$ cat config.mk
export PLATFORM = sky130hd
export DESIGN_NAME = uart_term_line_echo
export DESIGN_NICKNAME = d
export VERILOG_FILES = /design/src/rtl/uart_term_line_echo_pkg.sv /design/src/rtl/term_line_buf.sv /design/src/rtl/uart_term_line_echo.sv
export VERILOG_INCLUDE_DIRS = /design/src /design/src/rtl
export SDC_FILE = /design/constraint.sdc
export NUM_CORES = 1
export LEC_CHECK = 0
export BUFFER_PORTS_ARGS = -buffer_cell sky130_fd_sc_hd__buf_2
export CAP_MARGIN = 40
export CORE_ASPECT_RATIO = 0.75
export CORE_MARGIN = 3
export CORE_UTILIZATION = 45
export CTS_CLUSTER_DIAMETER = 150
export DETAILED_ROUTE_END_ITERATION = 16
export GPL_ROUTABILITY_DRIVEN = 0
export PLACE_DENSITY = 0.65
export SLEW_MARGIN = 20
export SYNTH_ARGS = -nofsm -noshare
export SYNTH_HDL_FRONTEND = slang
export SYNTH_SLANG_ARGS = --single-unit
$ cat constraint.sdc
create_clock -name clk -period 4.65 [get_ports clk]
set_clock_uncertainty 0.2 [all_clocks]
set_input_delay 1.395 -clock clk [delete_from_list [all_inputs] [get_ports clk]]
set_output_delay 1.395 -clock clk [all_outputs]
set_load 0.01 [all_outputs]
$ cat src/rtl/term_chars.vh
// Terminal character codes shared by the line-editing front end.
`ifndef TERM_CHARS_VH
`define TERM_CHARS_VH

`define BEL      8'h07
`define BS       8'h08
`define SP       8'h20
`define LF       8'h0A
`define CR       8'h0D
`define DEL      8'h7F
`define PRINT_LO 8'h20
`define PRINT_HI 8'h7E

`endif

$ cat src/rtl/uart_term_line_echo_pkg.sv
// Shared types and helpers for the terminal line-echo front end:
// FSM states, echo sequence kinds and the echo sequence ROM.
`include "term_chars.vh"

package uart_term_line_echo_pkg;

    typedef enum logic [1:0] {
        ST_IDLE = 2'd0,
        ST_EMIT = 2'd1,
        ST_FIN  = 2'd2
    } state_t;

    // What the latched character echoes back to the terminal.
    typedef enum logic [2:0] {
        EK_NONE = 3'd0,   // silently dropped
        EK_CHAR = 3'd1,   // the character itself
        EK_BEL  = 3'd2,   // error bell
        EK_BS   = 3'd3,   // rub-out: BS, SP, BS
        EK_CRLF = 3'd4    // line end: CR, LF
    } echo_kind_t;

    function automatic logic is_printable(input logic [7:0] c);
        return (c >= `PRINT_LO) && (c <= `PRINT_HI);
    endfunction

    // Number of bytes in the echo sequence for a kind (0..3).
    function automatic logic [1:0] seq_count(input echo_kind_t k);
        logic [1:0] n;
        case (k)
            EK_CHAR: n = 2'd1;
            EK_BEL:  n = 2'd1;
            EK_BS:   n = 2'd3;
            EK_CRLF: n = 2'd2;
            default: n = 2'd0;
        endcase
        return n;
    endfunction

    // Echo sequence ROM: byte at position i of the sequence for kind k.
    function automatic logic [7:0] seq_byte(input echo_kind_t k,
                                            input logic [7:0] c,
                                            input logic [1:0] i);
        logic [7:0] b;
        case (k)
            EK_CHAR: b = c;
            EK_BEL:  b = `BEL;
            EK_BS:   b = (i == 2'd1) ? `SP : `BS;
            EK_CRLF: b = (i == 2'd0) ? `CR : `LF;
            default: b = 8'h00;
        endcase
        return b;
    endfunction

endpackage

$ cat src/rtl/term_line_buf.sv
// Line storage: DEPTH x 8 memory, synchronous write, combinational read.
module term_line_buf #(
    parameter int DEPTH = 64,
    parameter int AW    = 6
) (
    input  logic          clk,
    input  logic          we,
    input  logic [AW-1:0] waddr,
    input  logic [7:0]    wdata,
    input  logic [AW-1:0] raddr,
    output logic [7:0]    rdata
);

    logic [7:0] mem [DEPTH];

    // Store one character per write strobe; contents survive reset.
    always_ff @(posedge clk) begin
        if (we) begin
            mem[waddr] <= wdata;
        end
    end

    assign rdata = mem[raddr];

endmodule

$ cat src/rtl/uart_term_line_echo.sv
// Terminal line editor: pops bytes from the receive buffer, edits the
// current line (store / rub-out / terminate), echoes the visible effect
// to the transmit stage and announces completed lines.
`include "term_chars.vh"

module uart_term_line_echo
    import uart_term_line_echo_pkg::*;
#(
    parameter int LINE_MAX   = 64,
    parameter bit BEL_ON_ERR = 1'b1,
    localparam int W  = $clog2(LINE_MAX + 1),
    localparam int AW = $clog2(LINE_MAX)
) (
    input  logic          clk,
    input  logic          rst_n,
    input  logic          rx_empty,
    input  logic [7:0]    rx_data,
    output logic          rx_get,
    output logic [7:0]    tx_data,
    output logic          tx_valid,
    input  logic          tx_ready,
    output logic          line_done,
    output logic [W-1:0]  line_len,
    input  logic [AW-1:0] line_raddr,
    output logic [7:0]    line_rdata
);

    localparam logic [W-1:0] LEN_MAX  = W'(LINE_MAX);
    localparam echo_kind_t   ERR_KIND = BEL_ON_ERR ? EK_BEL : EK_NONE;

    state_t       state;
    echo_kind_t   kind_q;
    logic [7:0]   ch_q;
    logic [1:0]   idx;
    logic [W-1:0] len;
    logic [W-1:0] done_len;
    logic         done_hold;

    echo_kind_t   cls_kind;
    logic         cls_store;
    logic         cls_dec;
    logic         buf_we;

    // Pop only when idle, so at most one received byte is ever in flight.
    always_comb begin
        rx_get = rst_n && (state == ST_IDLE) && !rx_empty;
    end

    // Classify the head byte against the current line length.
    always_comb begin
        cls_kind  = EK_NONE;
        cls_store = 1'b0;
        cls_dec   = 1'b0;
        if (is_printable(rx_data)) begin
            if (len < LEN_MAX) begin
                cls_kind  = EK_CHAR;
                cls_store = 1'b1;
            end else begin
                cls_kind = ERR_KIND;
            end
        end else if ((rx_data == `BS) || (rx_data == `DEL)) begin
            if (len != '0) begin
                cls_kind = EK_BS;
                cls_dec  = 1'b1;
            end else begin
                cls_kind = ERR_KIND;
            end
        end else if (rx_data == `CR) begin
            cls_kind = EK_CRLF;
        end
    end

    assign buf_we = rx_get && cls_store;

    // Keep the character for the echo ROM while the sequence is emitted.
    always_ff @(posedge clk) begin
        if (rx_get) begin
            ch_q <= rx_data;
        end
    end

    // Control FSM: pop/classify, emit echo sequence, finish the line.
    always_ff @(posedge clk or negedge rst_n) begin
        if (!rst_n) begin
            state     <= ST_IDLE;
            kind_q    <= EK_NONE;
            idx       <= 2'd0;
            tx_valid  <= 1'b0;
            tx_data   <= 8'h00;
            line_done <= 1'b0;
            len       <= '0;
            done_len  <= '0;
            done_hold <= 1'b0;
        end else begin
            line_done <= 1'b0;
            case (state)
                ST_IDLE: begin
                    if (rx_get) begin
                        kind_q <= cls_kind;
                        idx    <= 2'd0;
                        if (cls_store) begin
                            len       <= len + W'(1);
                            done_hold <= 1'b0;
                        end else if (cls_dec) begin
                            len <= len - W'(1);
                        end
                        if (seq_count(cls_kind) != 2'd0) begin
                            tx_valid <= 1'b1;
                            tx_data  <= seq_byte(cls_kind, rx_data, 2'd0);
                            state    <= ST_EMIT;
                        end else begin
                            state <= ST_FIN;
                        end
                    end
                end
                ST_EMIT: begin
                    if (tx_ready) begin
                        if (idx == seq_count(kind_q) - 2'd1) begin
                            tx_valid <= 1'b0;
                            state    <= ST_FIN;
                            if (kind_q == EK_CRLF) begin
                                // Expose the live length during the done pulse.
                                line_done <= 1'b1;
                                done_hold <= 1'b0;
                            end
                        end else begin
                            idx     <= idx + 2'd1;
                            tx_data <= seq_byte(kind_q, ch_q, idx + 2'd1);
                        end
                    end
                end
                ST_FIN: begin
                    if (kind_q == EK_CRLF) begin
                        done_hold <= 1'b1;
                        done_len  <= len;
                        len       <= '0;
                    end
                    state <= ST_IDLE;
                end
                default: begin
                    state <= ST_IDLE;
                end
            endcase
        end
    end

    assign line_len = done_hold ? done_len : len;

    term_line_buf #(
        .DEPTH (LINE_MAX),
        .AW    (AW)
    ) u_line_buf (
        .clk   (clk),
        .we    (buf_we),
        .waddr (len[AW-1:0]),
        .wdata (rx_data),
        .raddr (line_raddr),
        .rdata (line_rdata)
    );

endmodule

== Word level (Yosys, flattened, before mapping) ==
Memories as Yosys holds them, arrays and structs flattened.
Cells that the tools add are included.

* RAM bits: 512
* Input port bits: 18
* Flip-flop bits (word level): 40
* Memories: 1

* Mux-type cells: 58
* Reductions and logical operators: 23
* Eq/ne operators: 24
* Add/subtract/negate cells: 4
* Magnitude comparators: 3

{| class="wikitable"
|+ Memory list
! name !! words !! bits a word !! rd ports !! clocked after memory_dff !! write ports !! line !! text
|-
| u_line_buf.mem || 64 || 8 || 1 || 0 || 1 || term_line_buf.sv:14 || <nowiki>logic [7:0] mem [DEPTH];</nowiki>
|}

{| class="wikitable"
|+ Operator list
! operator !! count
|-
| case mux 8 bit (4 select lines) || 2
|-
| two-way mux 7 bit || 5
|-
| two-way mux 8 bit || 4
|-
| two-way mux 2 bit || 12
|-
| two-way mux 1 bit || 22
|-
| == test 8 x 4 -> 1 bit (second input constant) || 2
|-
| case mux 8 bit (2 select lines) || 1
|-
| != test 2 bit (second input constant) || 7
|-
| case mux 7 bit (2 select lines) || 1
|-
| == test 3 x 2 -> 1 bit (second input constant) || 4
|-
| two-way mux 3 bit || 4
|-
| case mux 2 bit (3 select lines) || 2
|-
| AND reduction 5 bit || 2
|-
| == test 8 x 7 -> 1 bit (second input constant) || 1
|-
| greater-or-equal comparator 8 x 6 -> 1 bit (second input constant) || 1
|-
| <= comparator 8 x 7 -> 1 bit (second input constant) || 1
|-
| case mux 2 bit (2 select lines) || 2
|-
| AND reduction 4 bit || 2
|-
| adder 7 x 1 -> 7 bit (second input constant) || 1
|-
| < comparator 7 bit (second input constant) || 1
|-
| AND reduction 7 bit || 1
|-
| nonzero test 7 bit || 1
|-
| subtractor 7 x 1 -> 7 bit (second input constant) || 1
|-
| == test 3 x 1 -> 1 bit (second input constant) || 2
|-
| 20 further kinds || 30
|}

== Longest topological paths before layout ==
* Depth in word-level cells: 13
* Mapped depth: 13
* Gate-level depth less buffers: 11

== By module ==
A second synthesis with hierarchy kept.

* Cell total of the unflattened synthesis: 1,169
* Area total of the unflattened synthesis: 22,450.3 µm²

{| class="wikitable"
|+ Modules (own cells, without submodules)
! module !! sequential area each (µm²) !! times used !! area each (µm²) !! cells an instance
|-
| term_line_buf || 15,374.7 || 1 || 20,006.7 || 932
|-
| uart_term_line_echo || 1,041.0 || 1 || 2,443.6 || 237
|}

== Least setup slack after synthesis ==
No wires, ideal clock.

* Kind: input to output
* Start: input line_raddr[0]
* End: output line_rdata[2]
* Slack: 0.104 ns
* Arrival: 2.951 ns
* Buffers on the path: 3
* Stages: 8
* Cell sequence: buf_4 buf_6 buf_6 mux4_2 a211oi_1 a21oi_1 o21ai_1 o31ai_1

* Word-level cells in the longest chain between the ends: 1

{| class="wikitable"
|+ Ends and longest elaborated chain
! what !! line !! text
|-
| start: declaration || uart_term_line_echo.sv:24 || <nowiki>input logic [AW-1:0] line_raddr,</nowiki>
|-
| memory (64 x 8 bit) || - ||
|-
| end: declaration || uart_term_line_echo.sv:25 || <nowiki>output logic [7:0] line_rdata</nowiki>
|}

Every way passes these cells.

== Worst setup path after layout ==
Ends and elaborated chain as after synthesis.

==> flow_summary.toml <==
[status]
violations = "setup timing"
status = "finished, violations left"

[routing]
wl_per_cell_um = 26.6
drt-vias-per-instance = 5.92
drt-pass1-iter-count = 7
drc = 0
drt-total-wl_mm = 55.5
drtAntennaViolNets = 0
drt_iter0_markers = 1398
num_vias = 12340

[final_layout]
diodes = 0
nets = 1431
stdcell_area_sq_mm = 0.0267
fin_util_pct = 55.5
layout.cells.non_filler = 2083
area_growth_syn_to_layout_pct = 20.4
drive_above_1_share_pct = 36.1

[yosys]
synth_cells = 1167
ys.flop_type = "edfxtp_1"
ys_ff_latch = 552
synth_edf_count = 520
synth_area_per_cell_sq_um = 19.0
ys_seq_area_share_pct = 74.2
ys_warn_count = 0
netlist_area_sq_mm = 0.0221
ys_types = 66
syn-num-nets = 1193
async_flop_share_pct = 5.80
synthTopCellsByArea = "edfxtp_1 71%, mux4_2 12%, dfrtp_1 3.6%, nor2_1 1.5%, o22ai_1 1.1%"
netlist.top_cell.by_area = "edfxtp_1"
synth_top_area_share_pct = 70.6

[sta]
rsz0062_at_grt = "true"
max_freq_mhz = 208
hold_viol_final = 0
worst_pin_slew_ns = 0.850
fin_ws_ns = -0.160
min_period_ns = 4.81
relSlewSlack_pct = 43.4
setup-violations-final = 8
period_share_pct = 103
finalMaxSlewViolations = 0

[global_route]
grt_first_pass_wirelength_mm = 82.4
grt_max_degree = 70
gr-total-overflow = 0
antenna_found_initial = 3
grt_pass1_vias = 12158
grt_usage_pct = 21.8

[power]
peakVddDrop_uv = 238
switchingPower_w = 0.00276
p_leak_nw = 8.96
netSwitchingFraction_pct = 24.7
power_density_mw_per_mm2 = 420
pwr-share-comb_pct = 12.0
p_int_w = 0.00843
power_frac_seq_pct = 51.0
clkPwrFrac_pct = 37.0

[clock_tree]
clockRootBuffer = "clkbuf_16"
clk_pin_slew_ns = 0.06
cts.sinks = 552
cts_tree = "yes"
ctsHoldBuffers = 0
clk_path_buf_depth = 3
cts_buffers = 52
htree_levels = 2
clk_latency_ns = 0.58

[placed_design]
hpwlAfterDp_mm = 35.7
pre_cts_slack_ns = -0.418
placed_cell_area_sq_mm = 0.0244
io_buffers = 43
dp.cells = 1980

[min_path]
whs_endpoint = "done_len[1]$_DFFE_PN0P_"
holdCritStartpoint = "done_len[1]$_DFFE_PN0P_"
hp-class = "flop to flop"
worst_hold_path.num_cells = 2

[worst_setup_path]
start_kind = "primary input"
crit_type = "primary input to output port"
cp-end-kind = "output port"
path_max_fanout = 7
worstReg2RegEnd = "u_line_buf.mem[63][1]$_DFFE_PP_"
worstPathArrival_ns = 3.22
ff2ff_setup_slack_ns = 1.69
r2r_cells = 5
reg2reg_from = "len[6]$_DFFE_PN0P_"
worstPathRequired_ns = 3.05

[floorplanning]
rows = 69
io_pins = 44
core_sq_mm = 0.0480
die_w_um = 262
fp.dieArea_sq_mm = 0.0519
die_h_um = 198
initial_core_util_pct = 46.1

[flow_run]
maxCapViolations = 0
## kinds of logic (layout without fill, tap and decap cells)
| kind of cell | Yosys count | in the layout | synth area share (%) |
|---|---|---|---|
| adder cells (fa/ha/maj) | 8 | 8 | 0.486 |
| AO/OA/AOI/OAI | 145 | 145 | 4.29 |
| flip-flops | 552 | 552 | 74.2 |
| AND/OR/NAND/NOR | 227 | 227 | 5.12 |
| XOR/XNOR | 5 | 5 | 0.198 |
| multiplexers | 152 | 152 | 13.8 |
| buffers and inverters | 78 | 355 | 1.89 |
## worst max-delay path: stages
cell and delay (ns):
clkbuf_16 0.16, buf_12 0.16, mux4_2 0.53, nor2b_1 0.16, a211oi_2 0.22, a21oi_2 0.07
o21ai_2 0.21, o31ai_4 0.13, buf_2 0.16
## cell usage after synthesis (3+ instances only)
cell type  number
or3_1           4
nor2_1         87
o31ai_1         5
buf_4           9
a211oi_1        7
o21ai_1        21
mux2_2         11
buf_6           9
ha_1            7
dfrtp_1        32
or4_1           5
buf_2          20
a311oi_1        5
clkbuf_1       15
mux2i_1        19
o22ai_1        38
nor4_1          4
nand3b_1        3
a32oi_1         3
edfxtp_1      520
a21oi_1        21
nand2_1        44
o22a_1          4
a31oi_1         4
nand2b_1       11
mux4_2        122
inv_2           4
nor3_1          9
o2111ai_1       3
inv_1          12
buf_1           9
nand3_1        23
xnor2_1         3
o21ai_0        14
a2111oi_0       3
nor2b_1        17
nand3_4         3
## state kept, by name, summed over array words and instances (netlist names)
signal,count
u_line_buf.mem,512
ch_q,8
tx_data,8
done_len,7
len,7
kind_q,3
idx,2
state,2
done_hold,1
line_done,1
tx_valid,1
## stage by stage
| stage | hold WS (ns) | TNS, ns | power (W) |
|---|---|---|---|
| finish | 0.285 | -1.02 | 0.0112 |
| global route | 0.327 | -1.42 | 0.0116 |
| CTS | 0.286 | -0.938 | 0.0112 |
| detailed placement | 0.272 | -2.58 | 0.00707 |
| global placement | 0.264 | -2.56 | 0.00703 |
| floorplan | 0.250 | 0 | 0.00657 |
## power groups by stage
stage | combinational, W | sequential, W | clock, W
finish | 0.00134 | 0.00571 | 0.00414
global route | 0.00147 | 0.00573 | 0.00444
CTS | 0.00132 | 0.00570 | 0.00422
detailed placement | 0.00126 | 0.00581 | 0
global placement | 0.00123 | 0.00580 | 0
floorplan | 0.000867 | 0.00571 | 0
## what timing repair did
action / CTS / global route
endpoints found under the setup margin: 8 / 8
gates resized for setup: 57 / 27
setup buffers: 4 / 3
pin swaps: 14 / 10
cloned: 2 / 2
## routing by layer
layer / global-route usage (%) / up-vias / routed length [um]
met1: 33.9 / 6369 / 24100
met3: 6.09 / 101 / 5950
met4: 5.06 / 4 / 1280
li1: - / 5247 / -
met5: 0 / - / 25
met2: 30.8 / 619 / 24100
## cells in the final DEF (no fill, tap or decap), types with 14 or more instances in the layout
| cell type | netlist | routed |
|---|---|---|
| edfxtp_1 | 520 | 520 |
| buf_4 | 9 | 177 |
| mux4_2 | 122 | 122 |
| nor2_1 | 87 | 86 |
| clkbuf_16 | 0 | 55 |
| nand2_1 | 44 | 43 |
| buf_2 | 20 | 36 |
| dfrtp_1 | 32 | 32 |
| o22ai_1 | 38 | 23 |
| nand3_1 | 23 | 21 |
| a21oi_1 | 21 | 20 |
| mux2i_1 | 19 | 18 |
| nor2b_1 | 17 | 15 |
| o21ai_1 | 21 | 14 |
| o21ai_0 | 14 | 14 |
## layout make-up
class / count / area, sq um
clock buffer: 59 / 1330
clock inverter: 34 / 329
fill: 3648 / 21300
inverter: 16 / 60.1
multi-input combinational: 537 / 5660
sequential: 552 / 16400
tap: 639 / 800
timing repair buffer: 246 / 2060
## worst max-delay path by stage
stage | from | depth (start not counted) | slack (ns) | end
detailed placement | line_raddr[0] | 8 | -0.42 | line_rdata[7]
global route | line_raddr[0] | 10 | -0.22 | line_rdata[1]
global placement | line_raddr[0] | 8 | -0.43 | line_rdata[7]
floorplan | line_raddr[0] | 8 | 0.10 | line_rdata[2]
finish | line_raddr[0] | 9 | -0.16 | line_rdata[2]
CTS | line_raddr[0] | 9 | -0.17 | line_rdata[2]
No activity file was read; power rests on OpenSTA's default activity.
